<file path="src/rtl/branch_cmp_pkg.sv">
// Shared encodings for the branch/conditional-move comparator.
// Holds the MIPS opcode, REGIMM rt and SPECIAL funct values the decoder
// recognises, plus the cond_t enumeration of recognised conditions.
package branch_cmp_pkg;

    // Primary opcodes, instr[31:26]
    localparam logic [5:0] OP_SPECIAL = 6'b000000;
    localparam logic [5:0] OP_REGIMM  = 6'b000001;
    localparam logic [5:0] OP_BEQ     = 6'b000100;
    localparam logic [5:0] OP_BNE     = 6'b000101;
    localparam logic [5:0] OP_BLEZ    = 6'b000110;
    localparam logic [5:0] OP_BGTZ    = 6'b000111;

    // REGIMM sub-opcodes, instr[20:16]
    localparam logic [4:0] RT_BLTZ    = 5'b00000;
    localparam logic [4:0] RT_BGEZ    = 5'b00001;
    localparam logic [4:0] RT_BLTZAL  = 5'b10000;
    localparam logic [4:0] RT_BGEZAL  = 5'b10001;

    // SPECIAL function codes, instr[5:0]
    localparam logic [5:0] FN_MOVZ    = 6'b001010;
    localparam logic [5:0] FN_MOVN    = 6'b001011;

    typedef enum logic [3:0] {
        COND_NONE,
        COND_BEQ,
        COND_BNE,
        COND_BLEZ,
        COND_BGTZ,
        COND_BLTZ,
        COND_BGEZ,
        COND_BLTZAL,
        COND_BGEZAL,
        COND_MOVZ,
        COND_MOVN
    } cond_t;

endpackage

</file>
<file path="src/rtl/branch_cmp_decode.sv">
// Combinational instruction decode and condition evaluation.
// Ports:
//   i_instr   - instruction word (op, rt, funct fields used)
//   i_data1   - forwarded rs value
//   i_data2   - forwarded rt value
//   o_cmp     - condition true (branch taken / move performed)
//   o_link    - instruction writes $31, regardless of o_cmp
//   o_is_cond - instruction is a recognised conditional
module branch_cmp_decode
    import branch_cmp_pkg::*;
#(
    parameter int unsigned WIDTH = 32
) (
    input  logic [31:0]      i_instr,
    input  logic [WIDTH-1:0] i_data1,
    input  logic [WIDTH-1:0] i_data2,
    output logic             o_cmp,
    output logic             o_link,
    output logic             o_is_cond
);

    logic [5:0] w_op;
    logic [4:0] w_rt;
    logic [5:0] w_funct;
    logic       w_neg1;
    logic       w_zero1;
    logic       w_zero2;
    logic       w_unused;
    cond_t      w_cond;

    assign w_op     = i_instr[31:26];
    assign w_rt     = i_instr[20:16];
    assign w_funct  = i_instr[5:0];
    assign w_unused = ^{i_instr[25:21], i_instr[15:6]};

    assign w_neg1   = i_data1[WIDTH-1];
    assign w_zero1  = (i_data1 == '0);
    assign w_zero2  = (i_data2 == '0);

    always_comb begin
        w_cond = COND_NONE;
        case (w_op)
            OP_BEQ:  w_cond = COND_BEQ;
            OP_BNE:  w_cond = COND_BNE;
            OP_BLEZ: w_cond = COND_BLEZ;
            OP_BGTZ: w_cond = COND_BGTZ;
            OP_REGIMM: begin
                case (w_rt)
                    RT_BLTZ:   w_cond = COND_BLTZ;
                    RT_BGEZ:   w_cond = COND_BGEZ;
                    RT_BLTZAL: w_cond = COND_BLTZAL;
                    RT_BGEZAL: w_cond = COND_BGEZAL;
                    default:   w_cond = COND_NONE;
                endcase
            end
            OP_SPECIAL: begin
                case (w_funct)
                    FN_MOVZ: w_cond = COND_MOVZ;
                    FN_MOVN: w_cond = COND_MOVN;
                    default: w_cond = COND_NONE;
                endcase
            end
            default: w_cond = COND_NONE;
        endcase
    end

    always_comb begin
        o_cmp = 1'b0;
        case (w_cond)
            COND_BEQ:    o_cmp = (i_data1 == i_data2);
            COND_BNE:    o_cmp = (i_data1 != i_data2);
            COND_BLEZ:   o_cmp = w_neg1 || w_zero1;
            COND_BGTZ:   o_cmp = !w_neg1 && !w_zero1;
            COND_BLTZ:   o_cmp = w_neg1;
            COND_BLTZAL: o_cmp = w_neg1;
            COND_BGEZ:   o_cmp = !w_neg1;
            COND_BGEZAL: o_cmp = !w_neg1;
            COND_MOVZ:   o_cmp = w_zero2;
            COND_MOVN:   o_cmp = !w_zero2;
            default:     o_cmp = 1'b0;
        endcase
    end

    assign o_link    = (w_cond == COND_BLTZAL) || (w_cond == COND_BGEZAL);
    assign o_is_cond = (w_cond != COND_NONE);

endmodule

</file>
<file path="src/rtl/branch_cmp_pipe.sv">
// Pipelined branch / conditional-move comparator with valid/ready handshake,
// flush, and saturating taken/evaluated counters.
// Ports:
//   i_clk, i_reset                 - clock, async active-high reset
//   i_in_valid / o_in_ready        - request handshake
//   i_instr, i_data1, i_data2      - instruction and forwarded operands
//   i_tag_in / o_tag_out           - passthrough tag
//   i_flush                        - kill all in-flight entries
//   o_out_valid / i_out_ready      - result handshake
//   o_cmp_out, o_link, o_is_cond   - result fields
//   i_clr_cnt                      - clear both counters
//   o_taken_cnt, o_eval_cnt        - saturating performance counters
module branch_cmp_pipe
    import branch_cmp_pkg::*;
#(
    parameter int unsigned WIDTH  = 32,
    parameter int unsigned STAGES = 1,
    parameter int unsigned TAGW   = 32,
    parameter int unsigned CNTW   = 16
) (
    input  logic             i_clk,
    input  logic             i_reset,
    input  logic             i_in_valid,
    output logic             o_in_ready,
    input  logic [31:0]      i_instr,
    input  logic [WIDTH-1:0] i_data1,
    input  logic [WIDTH-1:0] i_data2,
    input  logic [TAGW-1:0]  i_tag_in,
    input  logic             i_flush,
    output logic             o_out_valid,
    input  logic             i_out_ready,
    output logic             o_cmp_out,
    output logic             o_link,
    output logic             o_is_cond,
    output logic [TAGW-1:0]  o_tag_out,
    input  logic             i_clr_cnt,
    output logic [CNTW-1:0]  o_taken_cnt,
    output logic [CNTW-1:0]  o_eval_cnt
);

    localparam logic [CNTW-1:0] CntMax = {CNTW{1'b1}};

    logic w_en;
    logic w_accept;
    logic w_xfer;
    logic w_dec_cmp;
    logic w_dec_link;
    logic w_dec_is_cond;

    // Index 0 is the youngest stage, STAGES-1 drives the outputs.
    logic [STAGES-1:0]           r_valid;
    logic [STAGES-1:0]           r_cmp;
    logic [STAGES-1:0]           r_link;
    logic [STAGES-1:0]           r_is_cond;
    logic [STAGES-1:0][TAGW-1:0] r_tag;
    logic [CNTW-1:0]             r_taken_cnt;
    logic [CNTW-1:0]             r_eval_cnt;

    branch_cmp_decode #(
        .WIDTH (WIDTH)
    ) u_decode (
        .i_instr   (i_instr),
        .i_data1   (i_data1),
        .i_data2   (i_data2),
        .o_cmp     (w_dec_cmp),
        .o_link    (w_dec_link),
        .o_is_cond (w_dec_is_cond)
    );

    // Single global stall: the whole pipe moves only when the output slot can drain.
    assign w_en       = !o_out_valid || i_out_ready;
    assign o_in_ready = w_en && !i_flush;
    assign w_accept   = i_in_valid && o_in_ready;
    assign w_xfer     = o_out_valid && i_out_ready;

    always_ff @(posedge i_clk or posedge i_reset) begin
        if (i_reset) begin
            r_valid   <= '0;
            r_cmp     <= '0;
            r_link    <= '0;
            r_is_cond <= '0;
            r_tag     <= '0;
        end else begin
            if (i_flush) begin
                r_valid <= '0;
            end else if (w_en) begin
                r_valid[0] <= w_accept;
                for (int i = 1; i < STAGES; i++) begin
                    r_valid[i] <= r_valid[i-1];
                end
            end
            // Payload shifts with the enable even for bubbles or flushed entries;
            // its contents only matter where the matching valid bit is set.
            if (w_en) begin
                r_cmp[0]     <= w_dec_cmp;
                r_link[0]    <= w_dec_link;
                r_is_cond[0] <= w_dec_is_cond;
                r_tag[0]     <= i_tag_in;
                for (int i = 1; i < STAGES; i++) begin
                    r_cmp[i]     <= r_cmp[i-1];
                    r_link[i]    <= r_link[i-1];
                    r_is_cond[i] <= r_is_cond[i-1];
                    r_tag[i]     <= r_tag[i-1];
                end
            end
        end
    end

    assign o_out_valid = r_valid[STAGES-1];
    assign o_cmp_out   = r_cmp[STAGES-1];
    assign o_link      = r_link[STAGES-1];
    assign o_is_cond   = r_is_cond[STAGES-1];
    assign o_tag_out   = r_tag[STAGES-1];

    // Counters saturate; a clear wins over a same-cycle increment.
    always_ff @(posedge i_clk or posedge i_reset) begin
        if (i_reset) begin
            r_taken_cnt <= '0;
            r_eval_cnt  <= '0;
        end else if (i_clr_cnt) begin
            r_taken_cnt <= '0;
            r_eval_cnt  <= '0;
        end else if (w_xfer) begin
            if (o_cmp_out && (r_taken_cnt != CntMax)) begin
                r_taken_cnt <= r_taken_cnt + CNTW'(1);
            end
            if (o_is_cond && (r_eval_cnt != CntMax)) begin
                r_eval_cnt <= r_eval_cnt + CNTW'(1);
            end
        end
    end

    assign o_taken_cnt = r_taken_cnt;
    assign o_eval_cnt  = r_eval_cnt;

endmodule
</file>
<file path="config.mk">
export PLATFORM = sky130hd
export DESIGN_NAME = branch_cmp_pipe
export DESIGN_NICKNAME = d
export VERILOG_FILES = /design/src/rtl/branch_cmp_pkg.sv /design/src/rtl/branch_cmp_decode.sv /design/src/rtl/branch_cmp_pipe.sv
export SDC_FILE = /design/constraint.sdc
export NUM_CORES = 1
export LEC_CHECK = 0
export ABC_CLOCK_PERIOD_IN_PS = 5450
export CELL_PAD_IN_SITES_DETAIL_PLACEMENT = 1
export CELL_PAD_IN_SITES_GLOBAL_PLACEMENT = 2
export CORE_ASPECT_RATIO = 0.8
export CORE_MARGIN = 2
export CORE_UTILIZATION = 23
export DETAILED_ROUTE_END_ITERATION = 12
export GPL_TIMING_DRIVEN = 0
export PLACE_DENSITY = 0.89
export SYNTH_ARGS = -nofsm -noshare
export SYNTH_HDL_FRONTEND = slang
export SYNTH_SLANG_ARGS = --single-unit
</file>
<file path="constraint.sdc">
create_clock -name i_clk -period 5.45 [get_ports i_clk]
set_input_delay 0.8175 -clock i_clk [delete_from_list [all_inputs] [get_ports i_clk]]
set_output_delay 0.8175 -clock i_clk [all_outputs]
set_load 0.05 [all_outputs]
</file>
; ---- Word level (Yosys, flattened, before mapping)
; Cells that the tools add are included.
[totals]
ff_bits = 68
output_inout_bits = 69
[classes]
n_reduce_logical = 27
addsub = 2
n_eq_ne = 24
mux = 12
[ops]
columns = cell, n
row1 = 2-to-1 mux 16 bit, 6
row2 = zero test 32 bit, 2
row3 = adder 16 x 1 -> 16 bit (second input constant), 2
row4 = == test 32 bit, 1
row5 = inequality test 16 bit (second input constant), 2
row6 = inequality test 32 bit, 1
row7 = == test 6 x 3 -> 1 bit (second input constant), 4
row8 = case mux 4 bit (6 select lines), 1
row9 = == test 4 x 3 -> 1 bit (second input constant), 4
row10 = case mux 4 bit (4 select lines), 1
row11 = == test 4 bit (second input constant), 3
row12 = == test 6 x 4 -> 1 bit (second input constant), 2
row13 = == test 5 bit (second input constant), 2
row14 = == test 4 x 2 -> 1 bit (second input constant), 2
row15 = case mux 1 bit (8 select lines), 1
row16 = case mux 4 bit (2 select lines), 1
row17 = nonzero test 2 bit, 4
row18 = == test 6 x 1 -> 1 bit (second input constant), 1
row19 = logical AND 1 bit, 6
row20 = zero test 6 bit, 1
row21 = == test 5 x 1 -> 1 bit (second input constant), 1
row22 = zero test 1 bit, 5
row23 = zero test 5 bit, 1
row24 = == test 4 x 1 -> 1 bit (second input constant), 1
row25 = 5 further kinds, 10

; ---- Longest topological paths before layout
[logic_depth]
depth_word = 6
ltp_mapped = 8
ltp_nobuf = 8

; ---- Hierarchy
; From an unflattened synthesis, not the netlist that was laid out.
[unflattened]
hier_cells = 389
hier_area_um2 = 3966.3
[modules_own_cells]
columns = mod, cells_per_inst, n_inst, seq_area_each_um2, area_each_um2
row1 = branch_cmp_pipe, 277, 1, 1701.6, 3098.0
row2 = branch_cmp_decode, 112, 1, 0.0, 868.3

; ---- Worst setup path after synthesis
; No wires, ideal clock.
[synth_path]
kind = input port to output port
start = in i_out_ready
end = out o_in_ready
stages = 4
t_arrival_ns = 1.912
required_ns = 4.633
slack_ns = 2.721
path_cell_list = nor2b_1 -> clkbuf_1 -> buf_1 -> nor2_1
[synth_via]
elab_chain_len = 2
[synth_rtl]
columns = element, line
row1 = start: declaration, branch_cmp_pipe.sv:31  ; input logic i_out_ready,
row2 = logical OR 1 bit, branch_cmp_pipe.sv:71  ; assign w_en = !o_out_valid || i_out_ready;
row3 = logical AND 1 bit, branch_cmp_pipe.sv:72  ; assign o_in_ready = w_en && !i_flush;
row4 = end: declaration, branch_cmp_pipe.sv:24  ; output logic o_in_ready,
; No other way between the ends.

; ---- Worst setup path after layout
; Same ends and word-level chain as after synthesis.

==> impl_results.md <==
* Status: completed
* DRT iter0 DRCs at 85
* First-pass GRT wire length at 22.2 mm
* Clk_skew at between 0.006 and 0.007 ns
* Final non-filler cell total at 843
* DP Worst Slack at roughly 1.5 ns
* Mapped Cells at about 430
* H-Tree Depth at 3
* Fin. Hold Viols at 0
* Total number of vias at 3749
* Max FO, Critical Path at 10
* ANT nets after route at 0
* Post-CTS Hold Buffers at 0
* Post-synth top cells: nand2_1, dfrtp_1, nor2_1, xnor2_1, xor2_1
* Placed Cells at roughly 830
* Worst hold slack at ~0.46 ns
* DRT Pass-1 Iters at 4
* Synth cell types at 49
* Share of cells above drive strength 1 at 0.0478
* Layout area overhead at 64.5%
* Slew Viols, Final at 0
* Post-synth EDFFs at 0
* Post-CTS Setup Inserts at 0
* Area contributors post-synth: dfrtp_1, nand2_1, xnor2_1
* Die height at between 100 and 150 µm
* Total Wirelength at between 10 and 15 mm
* Antenna cells at 0
* Reg2reg start: o_taken_cnt[6]
* Area share of the largest cell type after synthesis at 0.449
* Max_slew headroom at 0.428
* Worst-Margin Slew at approximately 0.86 ns
* Vias in the first global route at approximately 4100
* Fillers at around 1800
* Period minus WS final at ~3.9 ns
* Seq/Total Area, Yosys at 0.449
* Final WS setup at around 1.6 ns
* RSZ-0062 raised after global routing: no
* Die Footprint at around 0.018 mm²
* Site Rows at 41
* Critical path data required time at about 4.6 ns
* Final setup viols at 0
* Remaining DRCs at 0
* Vias per cell at 4.45
* Nets@finish at about 760
* Final TNS setup at 0 ns
* FF+latch count, synth at 68
* Core area at between 0.015 and 0.02 mm²
* WHS Path Cells at 2
* Critical Path AT at around 3.1 ns
* Skew-Pair Late Insertion Delay at 0.33 ns
* Initial antenna violation count at 0
* RR Endpoint: o_taken_cnt[9]
* Critical path class: primary input to output pin
* Synthesized area per cell at 8.90 µm²
* Multi-input combinational cell area at between 0.002 and 0.0025 mm²
* Max_cap viols at 0
* R2R Setup Slk at around 3.3 ns
* Largest net degree at the start of global routing at roughly 70
* Synth warn at 0
* Dpl hpwl at 11.0 mm
* Mapped cell area at 0.00379 mm²
* Setup crit end kind: output pin
* Starting density of the core at 0.238
* Maximum VDD drop at roughly 140 µV
* Worst-path clk slew at 0.06 ns
* Leak Pwr at 2.52 nW
* Worst min path class: flip-flop to flip-flop
* GRT Overall Usage at 0.159
* Hold path endpoint: o_tag_out[9]
* Clock buffer count from CTS at 9
* Die W at 148 µm
* Total grt overflow at 0
* Buffers on Ports at 186
* Post-synth top flop: dfrtp_1
* Synth area leader: dfrtp_1
* GPL Wtd Cong at 0.844
* TritonCTS Sinks at ~70
* Count leader, synth: nand2_1
* Cell Pwr Density at ~230 mW/mm²
* Syn_nets at about 560
* Fmax achieved at 0.258 GHz
* Tcrit/Tclk final at 0.712
* Hold Startpoint: o_tag_out[9]
* CTS tree: yes
* R2R depth at 7
* Wire per inst at between 15 and 20 µm
* Crit start category: primary input
* Ys async rst share at 1.00
* Num ports at a little over 200
* Resized Gates After CTS at 0
* Clock Tree Root: clkbuf_16
* Clock Tree Buf Depth at 2
* Storage element area at approximately 0.0017 mm²
[where the power goes]
part	leakage, nW	internal [mW]	switching [mW]
Clock	0.152	0.380	0.220
Combinational	1.49	0.144	0.168
Sequential	0.879	0.525	0.0117
[worst max path at each step]
stage / to / start
6_report: o_in_ready / i_out_ready
5_1_grt: o_in_ready / i_out_ready
4_1_cts: o_in_ready / i_out_ready
3_5_place_dp: o_in_ready / i_out_ready
3_3_place_gp: o_in_ready / i_out_ready
2_1_floorplan: o_in_ready / i_out_ready
[layout by cell type (no fill, tap or decap), types with 4 or more instances in the layout]
cell type,n
clkbuf_16,9
xnor2_1,39
nor2b_1,4
nand2_1,113
o21ai_0,6
nor4_1,17
inv_1,5
nor3_1,5
nand3_1,15
and3_1,11
xor2_1,22
nand4_1,16
nor2_1,42
clkbuf_1,9
clkdlybuf4s50_1,186
o21a_1,5
and2_1,4
dfrtp_1,68
[per-stage QoR]
stage | power (mW) | cell area, µm² | utilization
2_1_floorplan | 0.690 | 3790 | -
5_1_grt | 1.51 | 6240 | 0.391
4_1_cts | 1.47 | 6240 | 0.391
3_3_place_gp | 0.853 | 5920 | 0.371
3_5_place_dp | 0.860 | 5930 | 0.371
6_report | 1.45 | 6240 | 0.391
[flip-flops by register name, indices dropped and copies added, names as in the netlist]
signal	cells
o_cmp_out	1
o_out_valid	1
o_eval_cnt	16
o_is_cond	1
o_link	1
o_tag_out	32
o_taken_cnt	16
[cells by family (layout without fill, tap and decap cells)]
logic type,Yosys count,in the layout,synth area share
mux,2,2,0.00528
xor+xnor,61,61,0.141
flops,68,68,0.449
compound gates,33,33,0.0732
fa+ha+maj,2,2,0.00660
buf+inv,18,220,0.0178
simple gates,242,242,0.307
[per-layer routing]
metal | global-route usage | share of wire
met3 | 0.0544 | 0.068
met4 | 0.0252 | 0.0055
met1 | 0.199 | 0.44
met5 | 0 | 0
met2 | 0.269 | 0.48
[worst max-delay path, stage by stage]
cell and delay, ns:
clkdlybuf4s50_1 0.47, nor2b_1 0.18, clkbuf_1 0.40, buf_1 0.40, nor2_1 0.08, clkdlybuf4s50_1 0.71
[layout make-up]
| cell class | instances | share of cell area |
|---|---|---|
| Sequential cell | 68 | 0.273 |
| Multi-Input combinational cell | 340 | 0.324 |
| Clock buffer | 11 | 0.0405 |
| Timing Repair Buffer | 186 | 0.298 |
| Clock inverter | 5 | 0.00963 |
| Buffer | 12 | 0.00722 |
| Inverter | 6 | 0.00401 |
| Tap cell | 215 | 0.0431 |
Power figures use the tool's default switching activity.
